[src/rtl/mul_pkg.sv]
// Shared types and constants for the sequential radix-4 Booth multiplier.
// Holds the FSM state encoding, Booth digit codes and the recoding helper.
package mul_pkg;

    localparam int MUL_WIDTH = 32;
    localparam int MUL_ITER  = MUL_WIDTH / 2;
    localparam int MUL_ACCW  = MUL_WIDTH + 2;

    typedef enum logic [1:0] {
        IDLE,
        RUN,
        DONE
    } state_t;

    typedef enum logic [2:0] {
        BOOTH_ZERO,
        BOOTH_P1,
        BOOTH_P2,
        BOOTH_M1,
        BOOTH_M2
    } booth_t;

    // Radix-4 recoding of {m[2i+1], m[2i], m[2i-1]} into a digit in {-2..+2}.
    function automatic booth_t booth_digit(input logic [2:0] b);
        booth_t d;
        case (b)
            3'b001, 3'b010: d = BOOTH_P1;
            3'b011:         d = BOOTH_P2;
            3'b100:         d = BOOTH_M2;
            3'b101, 3'b110: d = BOOTH_M1;
            default:        d = BOOTH_ZERO;
        endcase
        return d;
    endfunction

endpackage

[src/rtl/booth_enc.sv]
// Combinational Booth partial-product generator: turns three multiplier bits
// and the guarded multiplicand into digit*mcand in two's complement.
module booth_enc
    import mul_pkg::*;
#(
    parameter int ACCW = MUL_ACCW
) (
    input  logic [2:0]      bits_i,
    input  logic [ACCW-1:0] mcand_i,
    output logic [ACCW-1:0] pp_o
);

    // Negation is invert-plus-one after doubling; the two guard bits keep -2*min in range.
    always_comb begin
        pp_o = '0;
        case (booth_digit(bits_i))
            BOOTH_P1: pp_o = mcand_i;
            BOOTH_P2: pp_o = mcand_i << 1;
            BOOTH_M1: pp_o = ~mcand_i + ACCW'(1);
            BOOTH_M2: pp_o = ~(mcand_i << 1) + ACCW'(1);
            default:  pp_o = '0;
        endcase
    end

endmodule

[src/rtl/mul32_seq.sv]
// Sequential signed multiplier, radix-4 Booth, two multiplier bits per cycle.
// Define MUL_UNSIGNED_EN to add the is_unsigned port (one extra Booth iteration).
module mul32_seq
    import mul_pkg::*;
#(
    parameter int WIDTH = MUL_WIDTH
) (
    input  logic             clk,
    input  logic             clr,
    input  logic             start,
`ifdef MUL_UNSIGNED_EN
    input  logic             is_unsigned,
`endif
    input  logic [WIDTH-1:0] A,
    input  logic [WIDTH-1:0] M,
    output logic             busy,
    output logic             done,
    output logic [WIDTH-1:0] HI,
    output logic [WIDTH-1:0] LO
);

    localparam int ITER = WIDTH / 2;
    localparam int ACCW = WIDTH + 2;
`ifdef MUL_UNSIGNED_EN
    localparam int NITER = ITER + 1;
    localparam int MPW   = WIDTH + 3;
`else
    localparam int NITER = ITER;
    localparam int MPW   = WIDTH + 1;
`endif
    localparam int CW   = ACCW + MPW;
    localparam int CNTW = $clog2(NITER + 1);

    state_t            state_q;
    logic [ACCW-1:0]   mcand_q;
    logic [ACCW-1:0]   acc_q;
    logic [MPW-1:0]    mplier_q;
    logic [CNTW-1:0]   cnt_q;
    logic              busy_q;
    logic              done_q;
    logic [WIDTH-1:0]  hi_q;
    logic [WIDTH-1:0]  lo_q;

    logic [ACCW-1:0]   pp;
    logic [ACCW-1:0]   sum_d;
    logic signed [CW-1:0] comb_d;
    logic signed [CW-1:0] shifted_d;
    logic              signA;
    logic              signM;
    logic [ACCW-1:0]   mcand_d;
    logic [MPW-1:0]    mplier_d;

    booth_enc #(.ACCW(ACCW)) u_booth (
        .bits_i  (mplier_q[2:0]),
        .mcand_i (mcand_q),
        .pp_o    (pp)
    );

    assign sum_d     = acc_q + pp;
    assign comb_d    = {sum_d, mplier_q};
    assign shifted_d = comb_d >>> 2;

`ifdef MUL_UNSIGNED_EN
    assign signA    = A[WIDTH-1] & ~is_unsigned;
    assign signM    = M[WIDTH-1] & ~is_unsigned;
    assign mplier_d = {{2{signM}}, M, 1'b0};
`else
    assign signA    = A[WIDTH-1];
    assign signM    = M[WIDTH-1];
    assign mplier_d = {M, 1'b0};
`endif
    assign mcand_d = {{2{signA}}, A};

    // After the last shift the product sits one bit above the bottom of {acc, mplier}.
    always_ff @(posedge clk or posedge clr) begin
        if (clr) begin
            state_q  <= IDLE;
            mcand_q  <= '0;
            acc_q    <= '0;
            mplier_q <= '0;
            cnt_q    <= '0;
            busy_q   <= 1'b0;
            done_q   <= 1'b0;
            hi_q     <= '0;
            lo_q     <= '0;
        end else begin
            case (state_q)
                IDLE: begin
                    done_q <= 1'b0;
                    if (start) begin
                        mcand_q  <= mcand_d;
                        mplier_q <= mplier_d;
                        acc_q    <= '0;
                        cnt_q    <= '0;
                        busy_q   <= 1'b1;
                        state_q  <= RUN;
                    end
                end
                RUN: begin
                    {acc_q, mplier_q} <= shifted_d;
                    cnt_q             <= cnt_q + CNTW'(1);
                    if (cnt_q == CNTW'(NITER - 1)) begin
                        {hi_q, lo_q} <= shifted_d[2*WIDTH:1];
                        busy_q       <= 1'b0;
                        done_q       <= 1'b1;
                        state_q      <= DONE;
                    end
                end
                DONE: begin
                    done_q  <= 1'b0;
                    state_q <= IDLE;
                end
                default: begin
                    busy_q  <= 1'b0;
                    done_q  <= 1'b0;
                    state_q <= IDLE;
                end
            endcase
        end
    end

    assign busy = busy_q;
    assign done = done_q;
    assign HI   = hi_q;
    assign LO   = lo_q;

endmodule
[config.mk]
export PLATFORM = sky130hd
export DESIGN_NAME = mul32_seq
export DESIGN_NICKNAME = d
export VERILOG_FILES = /design/src/rtl/mul_pkg.sv /design/src/rtl/booth_enc.sv /design/src/rtl/mul32_seq.sv
export SDC_FILE = /design/constraint.sdc
export NUM_CORES = 1
export LEC_CHECK = 0
export CAP_MARGIN = 10
export CORE_MARGIN = 4
export CORE_UTILIZATION = 50
export DETAILED_ROUTE_END_ITERATION = 10
export PLACE_DENSITY = 0.79
export SYNTH_ARGS = -nofsm -noshare
export SYNTH_HDL_FRONTEND = slang
export SYNTH_SLANG_ARGS = --single-unit
[constraint.sdc]
create_clock -name clk -period 11.2 [get_ports clk]
set_input_delay 3.36 -clock clk [delete_from_list [all_inputs] [get_ports clk]]
set_output_delay 3.36 -clock clk [all_outputs]
set_load 0.01 [all_outputs]
==> impl_metrics.json, run 1 <==
{
  "status": "finished clean",
  "final_area_um2": 12200,
  "post-route-min-period_ns": 5.42,
  "synth_most_common_cell": "dfrtp_1",
  "grt_setup_unrepaired": "false",
  "start_util": 0.514,
  "die_w_um": 150,
  "ios": 133,
  "netlist.top_cell.by_area": "dfrtp_1",
  "cts_max_path_buffers": 2,
  "synth_edf_count": 0,
  "synth_top_area_share": 0.420,
  "placedInstanceArea_um2": 11600,
  "antenna_found_initial": 1,
  "place_congestion": 0.948,
  "grt_pass1_vias": 8414,
  "cts_setup_buffers": 0,
  "synth_common_cells": "dfrtp_1, nand2_1, o21ai_0",
  "ys_types": 58,
  "startpoint_type": "flop",
  "die_h_um": 150,
  "wirelength_mm": 27.2,
  "track_usage": 0.244,
  "overflow": 0,
  "drive_above_1_share": 0.128,
  "yosys_most_used_dff": "dfrtp_1",
  "post_synth.cell_area_avg_um2": 9.46,
  "fmax_mhz": 185,
  "path_class": "reg -> reg",
  "timing.slew.headroom": 0.258,
  "wl_per_cell_um": 18.8,
  "core_um2": 19700,
  "drc_errors": 0,
  "ys_top_cells_by_area": "dfrtp_1, mux2_2, o21ai_0",
  "synth_top_family_by_area": "compound AO/OA/AOI/OAI gates",
  "syn_area_um2": 10100,
  "synth_compound_area_frac": 0.204,
  "tightest_slew_ns": 1.11,
  "nets": 1271,
  "drt_iter0_drc": 963,
  "cp_data_required_time_ns": 11.54,
  "synth-seq-cells": 170,
  "synth_xor_area_frac": 0.0588,
  "hold_buffers": 0,
  "diodes": 0,
  "synth_nets": 1175,
  "setup_tns_ns": 0,
  "finalHoldViolCount": 0,
  "fin_crit_sh": 0.484,
  "worst_path_largest_cell_delay_ns": 0.52,
  "yosysWarnings": 0,
  "dp_hpwl_mm": 18.6,
  "numPortBuffers": 132,
  "synth-adder-area-share": 0.0464,
  "grt_max_degree": 76,
  "slowest_stage": "or3b_2",
  "vias_per_cell": 6.05,
  "cts_tree": "yes",
  "seq_area_frac_synth": 0.420,
  "fin_cells": 1445,
  "finalClockSkew_ns": 0.0142,
  "path_max_fanout": 6,
  "root_buffer": "clkbuf_16",
  "muxShareOfSynthArea": 0.0898,
  "fill_cells": 1583,
  "clock_latency_ns": 0.45,
  "arrival_ns": 5.76,
  "cts_num_sinks": 170,
  "clkTransAtPathRegs_ns": 0.07,
  "cts_made_buffers": 17,
  "min_path_type": "reg -> reg",
  "synthSimpleGateAreaFrac": 0.144,
  "drv_slew": 0,
  "rows": 51,
  "regArea_um2": 4250,
  "end_kind": "flop",
  "synth-async-reset-ratio": 1.00,
  "path_cells": "inv_1 -> ha_1 -> or3b_2 -> or3_1 -> or3_1 -> xor2_1 -> nor2_1 -> a211oi_1 -> a21oi_1 -> a21oi_1 -> ha_1 -> and4_1 -> a221o_1 -> a211oi_1 -> nand2_1 -> a31oi_1 -> o21ai_0 -> xnor2_1 -> mux2_2",
  "ant_nets": 0,
  "cap_violations": 0,
  "post_cts_resized": 0,
  "syn-instance-count": 1071,
  "grt_first_pass_wirelength_mm": 44.2,
  "die_area_um2": 22600,
  "vias": 8738,
  "dr.pass1.iters": 6,
  "cts-htree-levels": 4,
  "area_growth_pct": 20.5,
  "multiInputGateArea_um2": 5530,
  "dp_cells": 1413,
  "setup_viol": 0
}
kinds of logic (layout without fill, tap and decap cells):
logic type / after synthesis / count (layout)
and+or+nand+nor: 297 / 297
adders and majority gates: 37 / 37
AOI/OAI and AO/OA: 331 / 331
xor gates and xnor gates: 68 / 68
buffers and inverters: 87 / 196
muxes: 81 / 81
DFF: 170 / 170
worst max-delay path: cells and delay by family, from the launching register on:
kind | cells | cell delay [ns]
DFF | 1 | 0.40
AOI/OAI and AO/OA | 7 | 1.79
muxes | 1 | 0.26
xor gates and xnor gates | 2 | 0.47
and+or+nand+nor | 6 | 1.77
buffers and inverters | 1 | 0.10
adders and majority gates | 2 | 0.53
stage by stage:
step / setup slack, ns / hold WS (ns) / util
floorplan: 3.24 / 0.450 / -
global placement: 5.77 / 0.463 / 0.589
detailed placement: 5.70 / 0.466 / 0.589
CTS: 5.91 / 0.484 / 0.619
global route: 5.49 / 0.513 / 0.619
finish: 5.78 / 0.480 / 0.619
path summary, 6_finish.rpt:
kind	cells after the start	startpoint	slack, ns	to
hold reg to reg	2	HI[7]$_DFFE_PP0P_	0.48	HI[7]$_DFFE_PP0P_
min in group asynchronous	2	clr	3.40	HI[2]$_DFFE_PP0P_
max in group asynchronous	3	clr	6.69	HI[21]$_DFFE_PP0P_
setup reg to reg	19	mcand_q[0]$_DFFE_PP0P_	5.78	HI[25]$_DFFE_PP0P_
hold / removal	2	HI[7]$_DFFE_PP0P_	0.48	HI[7]$_DFFE_PP0P_
setup / recovery	19	mcand_q[0]$_DFFE_PP0P_	5.78	HI[25]$_DFFE_PP0P_
cells in the final DEF (no fill, tap or decap), types with 4 or more instances in the layout:
| cell type | count |
|---|---|
| a21o_1 | 14 |
| a22oi_1 | 43 |
| o21ai_0 | 112 |
| inv_1 | 16 |
| o21bai_1 | 7 |
| or4_1 | 4 |
| or3_4 | 6 |
| clkinv_8 | 6 |
| a211oi_1 | 9 |
| nand3_1 | 9 |
| nor2b_1 | 38 |
| a21oi_1 | 76 |
| nand2_1 | 113 |
| xnor2_1 | 38 |
| or3_1 | 14 |
| a221oi_1 | 6 |
| buf_4 | 13 |
| and3_1 | 4 |
| clkbuf_16 | 17 |
| nand4_1 | 9 |
| xor2_1 | 30 |
| a221o_1 | 4 |
| nand2b_1 | 7 |
| a31oi_1 | 8 |
| ha_1 | 36 |
| dfrtp_1 | 170 |
| mux2_2 | 79 |
| or2_2 | 5 |
| nor3_1 | 15 |
| clkdlybuf4s50_1 | 132 |
| nor2_1 | 57 |
| a22o_1 | 29 |
per-layer routing:
| layer | vias up | track usage | wire, um |
|---|---|---|---|
| li1 | 4061 | - | - |
| met1 | 4207 | 0.336 | 11600 |
| met2 | 399 | 0.387 | 12700 |
| met3 | 69 | 0.0488 | 2220 |
| met4 | 2 | 0.0837 | 700 |
| met5 | - | 0 | 12 |
final cells by class:
cell class | instances | share of cell area
clock buffer | 17 | 0.0348
clock inverter | 15 | 0.0148
sequential | 170 | 0.348
timing repair buffer | 145 | 0.116
multi-input combinational | 814 | 0.452
inverter | 19 | 0.00625
tap | 265 | 0.0272
state kept, by name (all words and copies together), names as in the netlist:
name / flops
cnt_q: 5
busy: 1
mcand_q: 32
done: 1
LO: 32
acc_q: 32
state_q: 2
mplier_q: 33
HI: 32
Power of run 1 is left out: the tool's default activity adds up to more than one toggle a clock period on the data nets, which glitch-free logic cannot reach.
==> run 2, diff against run 1 <==
==> constraint.sdc (replaced) <==
create_clock -name clk -period 5.65 [get_ports clk]
set_input_delay 1.695 -clock clk [delete_from_list [all_inputs] [get_ports clk]]
set_output_delay 1.695 -clock clk [all_outputs]
set_load 0.01 [all_outputs]
==> run 2 against run 1 <==
Compared with the run above:
- flip-flop and latch count is the same
- non-clock buffer count up 7
- via count decreased by 2.0%
- final cell count is 0.48% higher
- design area increased by 0.35%
- maximum frequency rose by 3.8%
- worst hold slack better by 0.0036 ns
- utilization grew 0.22 points
- critical endpoint unchanged
- highest routed layer is now met4
==> impl_metrics.json, run 2 (synthesized netlist as in run 1, its figures left out) <==
{
  "dp_hpwl_mm": 18.8,
  "setup_tns_ns": 0,
  "root_buffer": "clkbuf_16",
  "finalClockSkew_ns": 0.0176,
  "cts_max_path_buffers": 2,
  "drc_errors": 0,
  "place_congestion": 0.909,
  "cp_data_required_time_ns": 5.97,
  "nets": 1278,
  "final_area_um2": 12300,
  "core_um2": 19700,
  "hold_buffers": 0,
  "setup_viol": 0,
  "diodes": 0,
  "rows": 51,
  "multiInputGateArea_um2": 5530,
  "rrSetupSlack_ns": 0.43,
  "drv_slew": 0,
  "track_usage": 0.244,
  "largest_register_ffs": 33,
  "grt_setup_unrepaired": "false",
  "tightest_slew_ns": 0.825,
  "fin_cells": 1452,
  "vias_per_cell": 5.90,
  "die_w_um": 150,
  "cap_violations": 0,
  "clkTransAtPathRegs_ns": 0.07,
  "overflow": 0,
  "top_register": "mplier_q",
  "drt_iter0_drc": 779,
  "cts_tree": "yes",
  "grt_pass1_vias": 8413,
  "wl_per_cell_um": 18.5,
  "finalHoldViolCount": 0,
  "most-common-layout-cells": "dfrtp_1, clkdlybuf4s50_1, nand2_1",
  "fill_cells": 1646,
  "arrival_ns": 5.53,
  "status": "finished clean",
  "ant_nets": 0,
  "ios": 133,
  "post-route-min-period_ns": 5.22,
  "wirelength_mm": 26.9,
  "timing.slew.headroom": 0.449,
  "dr.pass1.iters": 6,
  "path_class": "reg -> reg",
  "post_cts_resized": 0,
  "area_growth_pct": 20.9,
  "grt_first_pass_wirelength_mm": 44.2,
  "die_h_um": 150,
  "cts_setup_buffers": 0,
  "start_util": 0.514,
  "drive_above_1_share": 0.134,
  "placedInstanceArea_um2": 11700,
  "fmax_mhz": 192,
  "cts-htree-levels": 4,
  "cts_num_sinks": 170,
  "dp_cells": 1420,
  "fin_crit_sh": 0.924,
  "min_path_type": "reg -> reg",
  "end_kind": "flop",
  "numPortBuffers": 132,
  "vias": 8561,
  "die_area_um2": 22600,
  "antenna_found_initial": 0,
  "regArea_um2": 4250,
  "startpoint_type": "flop",
  "cts_made_buffers": 17,
  "clock_latency_ns": 0.44,
  "grt_max_degree": 94,
  "path_max_fanout": 6,
  "final_common_cell": "dfrtp_1"
}
[run 2: cell types whose count changed in the layout (fill, tap and decap cells not counted), moves of 2 or more]
| cell | change |
|---|---|
| inv_8 | +3 |
| buf_4 | +6 |
| clkinvlp_4 | +2 |
| clkinv_4 | -3 |
| inv_6 | +2 |
| clkinv_8 | -5 |
[run 2: routing by layer]
metal,part of all wire,routed length (um),GRT usage
met4,0.016,428,0.0540
met3,0.072,1940,0.0566
met2,0.47,12700,0.389
met1,0.44,11800,0.340
met5,0,0,0
[run 2: metrics by stage]
stage / hold slack (ns) / setup slack [ns] / util
2_1_floorplan: 0.450 / 0.924 / -
3_3_place_gp: 0.461 / 0.565 / 0.592
3_5_place_dp: 0.467 / 0.467 / 0.592
4_1_cts: 0.484 / 0.452 / 0.621
5_1_grt: 0.495 / 0.0466 / 0.621
6_report: 0.483 / 0.431 / 0.621
[run 2: worst paths after layout]
path	start	endpoint	depth (start not counted)
worst max-delay path	mcand_q[0]$_DFFE_PP0P_	HI[25]$_DFFE_PP0P_	19
worst min-delay path	HI[8]$_DFFE_PP0P_	HI[8]$_DFFE_PP0P_	2
worst max register to register	mcand_q[0]$_DFFE_PP0P_	HI[25]$_DFFE_PP0P_	19
worst min register to register	HI[8]$_DFFE_PP0P_	HI[8]$_DFFE_PP0P_	2
max in group asynchronous	clr	LO[3]$_DFFE_PP0P_	3
min in group asynchronous	clr	HI[9]$_DFFE_PP0P_	2
[run 2: final cells by class]
type	count	area share
inverter	19	0.00613
timing repair buffer	152	0.121
clock buffer	18	0.0358
sequential	170	0.347
multi-input combinational	814	0.451
clock inverter	14	0.0114
tap	265	0.0271
[run 2: worst max-delay path, cell delays in order (launching register included)]
cell      delay (ns)
dfrtp_1         0.40
inv_1           0.10
ha_1            0.20
or3b_2          0.53
or3_1           0.39
or3_1           0.36
xor2_1          0.23
nor2_1          0.07
a211oi_1        0.21
a21oi_1         0.06
a21oi_1         0.23
ha_1            0.33
and4_1          0.23
a221o_1         0.32
a211oi_1        0.33
nand2_1         0.15
a31oi_1         0.35
o21ai_0         0.18
xnor2_1         0.16
mux2_2          0.26
Power of run 2 is left out for the same reason.
==> run 3, diff against run 2 <==
--- a/config.mk
+++ b/config.mk
@@ -6,10 +6,12 @@
 export NUM_CORES = 1
 export LEC_CHECK = 0
 export CAP_MARGIN = 10
+export CELL_PAD_IN_SITES_DETAIL_PLACEMENT = 1
+export CELL_PAD_IN_SITES_GLOBAL_PLACEMENT = 1
 export CORE_MARGIN = 4
-export CORE_UTILIZATION = 50
+export CORE_UTILIZATION = 43
 export DETAILED_ROUTE_END_ITERATION = 10
-export PLACE_DENSITY = 0.79
+export PLACE_DENSITY = 0.87
 export SYNTH_ARGS = -nofsm -noshare
 export SYNTH_HDL_FRONTEND = slang
 export SYNTH_SLANG_ARGS = --single-unit
==> run 3 against run 2 <==
Compared with the run above:
- global-route usage is 0.43 points higher
- non-clock buffer count grew 2
- die area increased by 15%
- first-iteration DRC count decreased by 27%
- flip-flop and latch count unchanged
- critical path type unchanged
==> impl_metrics.json, run 3 (synthesized netlist as in run 1, its figures left out) <==
{
  "drt_iter0_drc": 567,
  "nets": 1280,
  "dp_cells": 1470,
  "clkTransAtPathRegs_ns": 0.08,
  "fin_cells": 1502,
  "finalClockSkew_ns": 0.0162,
  "grt_max_degree": 171,
  "antenna_found_initial": 2,
  "diodes": 0,
  "cts-htree-levels": 4,
  "slowest_stage": "or3b_2",
  "most-common-layout-cells": "dfrtp_1, clkdlybuf4s50_1, nand2_1",
  "dr.pass1.iters": 5,
  "fmax_mhz": 189,
  "worst_path_largest_cell_delay_ns": 0.53,
  "dp_hpwl_mm": 21.9,
  "wl_per_cell_um": 21.3,
  "vias_per_cell": 5.93,
  "grt_setup_unrepaired": "false",
  "timing.slew.headroom": 0.362,
  "die_w_um": 162,
  "die_h_um": 162,
  "startpoint_type": "flop",
  "start_util": 0.442,
  "path_max_fanout": 6,
  "post-route-min-period_ns": 5.30,
  "setup_viol": 0,
  "drv_slew": 0,
  "status": "finished clean",
  "grt_pass1_vias": 9620,
  "ios": 133,
  "grt_first_pass_wirelength_mm": 52.4,
  "drive_above_1_share": 0.138,
  "top_register": "mplier_q",
  "end_kind": "flop",
  "hold_buffers": 0,
  "root_buffer": "clkbuf_16",
  "numPortBuffers": 132,
  "core_um2": 22900,
  "finalHoldViolCount": 0,
  "vias": 8908,
  "cts_max_path_buffers": 2,
  "drc_errors": 0,
  "cp_data_required_time_ns": 5.98,
  "area_growth_pct": 22.6,
  "cts_num_sinks": 170,
  "arrival_ns": 5.63,
  "place_congestion": 0.904,
  "ant_nets": 0,
  "path_class": "reg -> reg",
  "largest_register_ffs": 33,
  "fin_crit_sh": 0.937,
  "tightest_slew_ns": 0.957,
  "cap_violations": 0,
  "cts_tree": "yes",
  "cts_made_buffers": 17,
  "setup_tns_ns": 0,
  "die_area_um2": 26100,
  "clock_latency_ns": 0.46,
  "rows": 55,
  "min_path_type": "reg -> reg",
  "final_common_cell": "dfrtp_1",
  "wirelength_mm": 32.0,
  "overflow": 0,
  "track_usage": 0.248,
  "path_cells": "inv_1 -> ha_1 -> or3b_2 -> or3_1 -> or3_1 -> xor2_2 -> nor2_1 -> a211oi_1 -> a21oi_1 -> a21oi_1 -> ha_1 -> and4_1 -> a221o_1 -> a211oi_2 -> nand2_1 -> a31oi_2 -> o21ai_0 -> xnor2_1 -> mux2_2"
}
[run 3: cell count changes in the layout (fill, tap and decap cells not counted), sizes merged]
cell	delta
buf	+2
clkbuf	-1
clkinv	+5
clkinvlp	-1
inv	-3
[run 3: metrics by stage]
step / hold WS, ns / area (um^2) / utilization / worst slack (ns)
detailed placement: 0.476 / 11800 / 0.513 / 0.181
CTS: 0.495 / 12400 / 0.541 / 0.0903
global placement: 0.462 / 11800 / 0.513 / 0.367
global route: 0.514 / 12400 / 0.542 / 0.0248
floorplan: 0.450 / 10100 / - / 0.924
finish: 0.490 / 12400 / 0.542 / 0.353
[run 3: path summary, 6_finish.rpt]
path	start	cells past startpoint	slack [ns]	endpoint
setup / recovery	mcand_q[0]$_DFFE_PP0P_	19	0.35	HI[25]$_DFFE_PP0P_
hold / removal	HI[8]$_DFFE_PP0P_	2	0.49	HI[8]$_DFFE_PP0P_
setup reg to reg	mcand_q[0]$_DFFE_PP0P_	19	0.35	HI[25]$_DFFE_PP0P_
hold reg to reg	HI[8]$_DFFE_PP0P_	2	0.49	HI[8]$_DFFE_PP0P_
max in group asynchronous	clr	3	3.07	acc_q[25]$_DFFE_PP0P_
min in group asynchronous	clr	3	1.86	HI[7]$_DFFE_PP0P_
[run 3: what timing repair did]
action | CTS | global route
buffers inserted | 0 | 0
endpoints found under the hold margin | 0 | 0
endpoints found under the setup margin | 0 | 9
gates resized for setup | 0 | 4
[run 3: layout make-up]
type	instances	area, um^2
timing repair buffer	154	1510
clock inverter	15	219
fill	2573	10500
tap	313	392
multi-input combinational	814	5550
clock buffer	17	425
sequential	170	4250
inverter	19	75.1
[run 3: per-layer routing]
| layer | vias to the layer above | track usage | part of all wire |
|---|---|---|---|
| li1 | 4062 | - | - |
| met1 | 4537 | 0.313 | 0.43 |
| met2 | 243 | 0.418 | 0.49 |
| met3 | 62 | 0.0602 | 0.059 |
| met4 | 4 | 0.0845 | 0.027 |
| met5 | - | 0 | 0.00062 |
[run 3: critical path: cells and delay by family (launching register included)]
kind | cells | cell delay [ns]
flip-flops | 1 | 0.42
XOR/XNOR | 2 | 0.36
adder cells (fa/ha/maj) | 2 | 0.56
buffers and inverters | 1 | 0.12
AO/OA/AOI/OAI | 7 | 1.67
AND/OR/NAND/NOR | 6 | 1.78
multiplexers | 1 | 0.26
Power of run 3 is left out for the same reason.
